## src/rtl/pending_encoder8x3.sv

```systemverilog
// Pending-bit encoder: latches an 8-bit request vector and emits set-bit indices lowest-first, one per cycle.
// Latency 1 cycle from accept to first index; out_ready=0 holds everything, req_ready drops while bits remain.
module pending_encoder8x3 (
  input  logic       clk,
  input  logic       reset,
  input  logic       req_valid,
  input  logic [7:0] req,
  output logic       req_ready,
  output logic       out_valid,
  output logic [2:0] out_idx,
  output logic       out_last,
  input  logic       out_ready,
  output logic [3:0] count
);

  logic [7:0] pend;
  logic [7:0] pend_nxt;
  logic       in_fire;
  logic       out_fire;

  // Scan from the top down so the lowest set bit wins.
  always_comb begin
    out_idx = 3'd0;
    for (int i = 7; i >= 0; i--) begin
      if (pend[i]) out_idx = 3'(i);
    end
  end

  always_comb begin
    count = 4'd0;
    for (int i = 0; i < 8; i++) begin
      count = count + 4'(pend[i]);
    end
  end

  assign out_valid = (pend != 8'h00);
  assign out_last  = (count == 4'd1);
  assign req_ready = (pend == 8'h00) || (out_last && out_ready);
  assign in_fire   = req_valid && req_ready;
  assign out_fire  = out_valid && out_ready;

  // A new vector overrides the clear of the final bit in the same cycle.
  always_comb begin
    pend_nxt = pend;
    if (in_fire) begin
      pend_nxt = req;
    end else if (out_fire) begin
      pend_nxt = pend & (pend - 8'd1);
    end
  end

  always_ff @(posedge clk or negedge reset) begin
    if (!reset) begin
      pend <= 8'h00;
    end else begin
      pend <= pend_nxt;
    end
  end

endmodule

```

## config.mk

```make
export PLATFORM = sky130hd
export DESIGN_NAME = pending_encoder8x3
export DESIGN_NICKNAME = d
export VERILOG_FILES = /design/src/rtl/pending_encoder8x3.sv
export SDC_FILE = /design/constraint.sdc
export NUM_CORES = 1
export LEC_CHECK = 0
export BUFFER_PORTS_ARGS = -buffer_cell sky130_fd_sc_hd__buf_2
export CORE_AREA = 2 2 43 45
export CTS_CLUSTER_DIAMETER = 40
export DETAILED_ROUTE_END_ITERATION = 10
export DIE_AREA = 0 0 45 47
export GPL_TIMING_DRIVEN = 0
export HOLD_SLACK_MARGIN = 0.12
export PLACE_DENSITY_LB_ADDON = 0.12
export SYNTH_ARGS = -nofsm -noshare
export SYNTH_HDL_FRONTEND = slang
export SYNTH_SLANG_ARGS = --single-unit
```

## constraint.sdc

```tcl
create_clock -name clk -period 4.5 [get_ports clk]
set_input_delay 0.225 -clock clk [delete_from_list [all_inputs] [get_ports clk]]
set_output_delay 0.225 -clock clk [all_outputs]
set_load 0.02 [all_outputs]
```

Yosys cells after proc, flatten, opt, wreduce, memory -nomap -nowiden
Cells that the tools add are included.
- add/subtract/negate cells: 8
- equality and inequality tests: 1
- muxes and demuxes: 10
- bitwise logic cells: 1
- reduce and logical (&&, ||, !) cells: 7
- operators by type and width (cell ; number):
    $mux W3 ; 8
    $add A4 B1 Y4 ; 4
    $mux W8 ; 2
    $and A8 B8 Y8 ; 1
    $logic_not A8 Y1 ; 1
    $reduce_bool A8 Y1 ; 1
    $sub A8 B1 Y8 const B ; 1
    $add A3 B1 Y4 ; 1
    $eq A4 B1 Y1 const B ; 1
    $add A2 B1 Y3 ; 1
    $logic_and A1 B1 Y1 ; 3
    $add A1 B1 Y2 ; 1
    $reduce_bool A2 Y1 ; 1
    $logic_or A1 B1 Y1 ; 1
- register bits: 8
- bits of input ports: 12
- output and inout bits: 10
- logic and storage cells: 28

Longest topological paths before layout
- depth after elaboration: 12
- mapped depth: 13
- mapped depth without buffers: 12

Worst setup path before layout
Ideal clock, no wire load.
- path kind: reg2reg
- start point: reg pend[0]
- end point: reg pend[2]
- library setup time: 127 ps
- arrival: 3875 ps
- setup slack: 498 ps
- stages on the path, launching flop included: 13
- path buffers: 0
- clock period less this slack: 4002 ps
- path through: dfrtp_1 > fa_1 > inv_1 > fa_1 > fa_1 > inv_1 > ha_1 > inv_1 > fa_1 > nand4b_1 > o21ai_0 > a21oi_1 > a221o_2
- longest elaborated chain between the ends: 12
- ends and longest elaborated chain (what ; line ; RTL):
    start, declared ; 16 ; logic [7:0] pend;
    start signal, assigned ; 56 ; pend <= pend_nxt;
    $add A1 B1 Y2 * ; 32 ; count = count + 4'(pend[i]);
    $add A2 B1 Y3 * ; 32 ;
    $add A3 B1 Y4 * ; 32 ;
    $add A4 B1 Y4 * (4 in series) ; 32 ;
    $eq A4 B1 Y1 * ; 37 ; assign out_last = (count == 4'd1);
    named net out_last ; 11 ; output logic out_last,
    $logic_and A1 B1 Y1 * ; 38 ; assign req_ready = (pend == 8'h00) || (out_last && out_ready);
    $logic_or A1 B1 Y1 * ; 38 ;
    $logic_and A1 B1 Y1 * ; 39 ; assign in_fire = req_valid && req_ready;
    $mux W8 / $reduce_bool A2 Y1 (equally long branches) ; n/a ;
Mark *: on every way through the listed nets, which the timed path passes. The rest lies on a longest branch. The select of a mux whose other input is x is not followed.
A chain may end at the register's enable or synchronous reset.

Worst setup path in the final report
- start point: reg pend[0]
- end point: out out_last
- longest elaborated chain between the ends: 8
- ends and longest elaborated chain (what ; line):
    $add A1 B1 Y2 ; 32
    $add A2 B1 Y3 ; 32
    $add A3 B1 Y4 ; 32
    $add A4 B1 Y4 (4 in series) ; 32
    $eq A4 B1 Y1 ; 37
    end, declared ; 11
Every way passes these cells.

==> reports/summary.txt <==
syn_nets: 106
Syn Inst Count: 85
Die Ht: 47 um
CP Capture Type: primary output
Max Clock Freq: 0.243 GHz
EDFF count, synth: 0
Seq/Total Area, Yosys: 0.254
Ports: 22
largest net degree at the start of global routing: 9
RSZ-0062 raised after global routing: no
core area: 1650 sq um
Yosys warning count: 0
Pins Over Slew Limit: 0
layout cells sized above 1: 0.309
most used cell, CP: fa_1
routability cong.: 0.781
design area: 946 sq um
DRC violation count after routing: 0
critical path type: reg -> out
antenna violations before repair: 0
critical path data arrival time: 3.89 ns
Largest regs: pend (8)
diode count: 0
drt total wl: 1.77 mm
status: finished, final reports clean
post-synthesis async set-or-reset flop share: 1.00
register area: 200 sq um
worst-path maximum fanout: 6
final setup TNS: 0 ns
DR vias/cell: 5.54
Slew @ Worst Pin: 0.521 ns
Final ANT Viol Nets: 0
Setup Fix Bufs, Post-CTS: 0
first-pass GRT wire length: 2.87 mm
Synth Flop Type: dfrtp_1
Clk pin slew, worst setup/hold paths: 0.05 ns
# rows: 15
Slowest-stage cell, CP: fa_1
WHS: 0.180 ns
Fillers: 170
CTS Sinks: 8
Initial Utilization: 0.477
IO buf count: 21
max reg flops: 8
die area: 2120 sq um
Hold Vio Cnt, Final: 0
Max-cap violations: 0
DIE WIDTH: 45 um
DPL Wire Length: 1.48 mm
Worst path top cell family by delay: adder cells
DRT iter0 DRCs: 0
maximum clock path buffer count: 2
area occupied by multi-input gates: 508 sq um
CTS Root Cell: clkbuf_4
all-layer global routing usage: 0.190
Worst path max stage delay: 0.56 ns
#FFs+latches synth: 8
worst rel slew slack: 0.649
Layout Nets: 133
DR WL/cell: 13.9 um
Final min period: 4.11 ns
Mapped Avg Cell Area: 9.26 sq um
CTS tree: built
Layout Area Growth over Synthesis: 20.2%
Worst Clk Skew: 0.00104 ns
Finished Layout Cells: 127
total number of vias: 704
CP bufs+invs: 4
CTS HTree Levels: 1
Cell variety after synth: 40
via count of the first global-routing pass: 690
GRT overflow: 0
drt pass-1 iters: 1
worst-path cell chain: fa_1 > inv_1 > fa_1 > fa_1 > inv_1 > ha_1 > inv_1 > fa_1 > nand4b_1 > o21ai_0 > buf_2
register bank with the most flops: pend
Placed Area: 913 sq um
Final period util: 0.914
Skew-Pair Late Insertion Delay: 0.25 ns
crit start category: flop
CTS Buf Count: 3
Worst Path Required: 4.28 ns
Mapped Area: 787 sq um
final setup vio count: 0
# placed instances: 123
Worst Hold Class: in -> reg
-- worst paths after layout --
check / from / depth (start not counted) / slack [ns] / end
worst max-delay path: pend[0] / 11 / 0.39 / out_last
worst min-delay path: req[0] / 2 / 0.18 / pend[0]
worst max register to register: pend[0] / 12 / 0.57 / pend[2]
worst min register to register: pend[5] / 2 / 0.63 / pend[5]
max in group asynchronous: reset / 2 / 4.00 / pend[6]
min in group asynchronous: reset / 2 / 0.34 / pend[3]
-- cells in the mapped netlist (all sizes together), types with 2 or more instances --
cell	number	area, sq um
dfrtp	8	200
nand4	2	12.5
nand4b	2	17.5
or4	2	18.8
mux2i	2	20.0
o21ai	3	15.0
nor3	4	20.0
fa	4	80.1
a21o	2	16.3
ha	5	62.6
a21oi	4	20.0
mux2	2	30.0
inv	18	67.6
nor2	4	17.5
-- per-stage QoR --
step                 util  setup slack, ns
floorplan               -            0.498
global placement    0.553            0.635
detailed placement  0.553            0.569
CTS                 0.573            0.364
global route        0.573            0.132
finish              0.573            0.387
-- cell families after synthesis --
family / count (synthesis) / synth area share
adder cells (fa/ha/maj): 9 / 0.181
flip-flops: 8 / 0.254
multiplexers: 4 / 0.0636
AND/OR/NAND/NOR: 24 / 0.204
AO/OA/AOI/OAI: 20 / 0.186
buffers and inverters: 19 / 0.100
XOR/XNOR: 1 / 0.0111
-- cell usage in the layout (no fill, tap or decap), types with 2 or more instances in the layout --
cell type  count
clkbuf_4       3
nor2_1         3
nand4_1        2
fa_1           4
inv_1         18
dfrtp_1        8
o21ai_0        3
a21oi_1        4
ha_1           5
buf_2         21
mux2_4         2
nand4b_1       2
mux2i_1        2
nor3_1         4
-- routing by layer --
metal,vias to the layer above,share of wire,GRT usage,wire length [um]
met3,0,0.049,0.0731,87
met5,-,0,0,0
met1,332,0.46,0.235,811
li1,357,-,-,-
met2,15,0.49,0.329,867
met4,0,0,0.0176,0
-- area by class of cell --
type	instances	area share
Inverter	18	0.0714
Buffer	1	0.0119
Sequential cell	8	0.212
Tap cell	17	0.0225
Timing Repair Buffer	22	0.122
Clock buffer	3	0.0238
Multi-Input combinational cell	58	0.537
-- timing repair --
| action | CTS | global route |
|---|---|---|
| hold buffers | 1 | 0 |
| resized for setup | 0 | 0 |
| hold endpoints to repair | 8 | 0 |
Power is left out: the tool's default activity adds up to more than one toggle a clock period on the data nets, which glitch-free logic cannot reach.
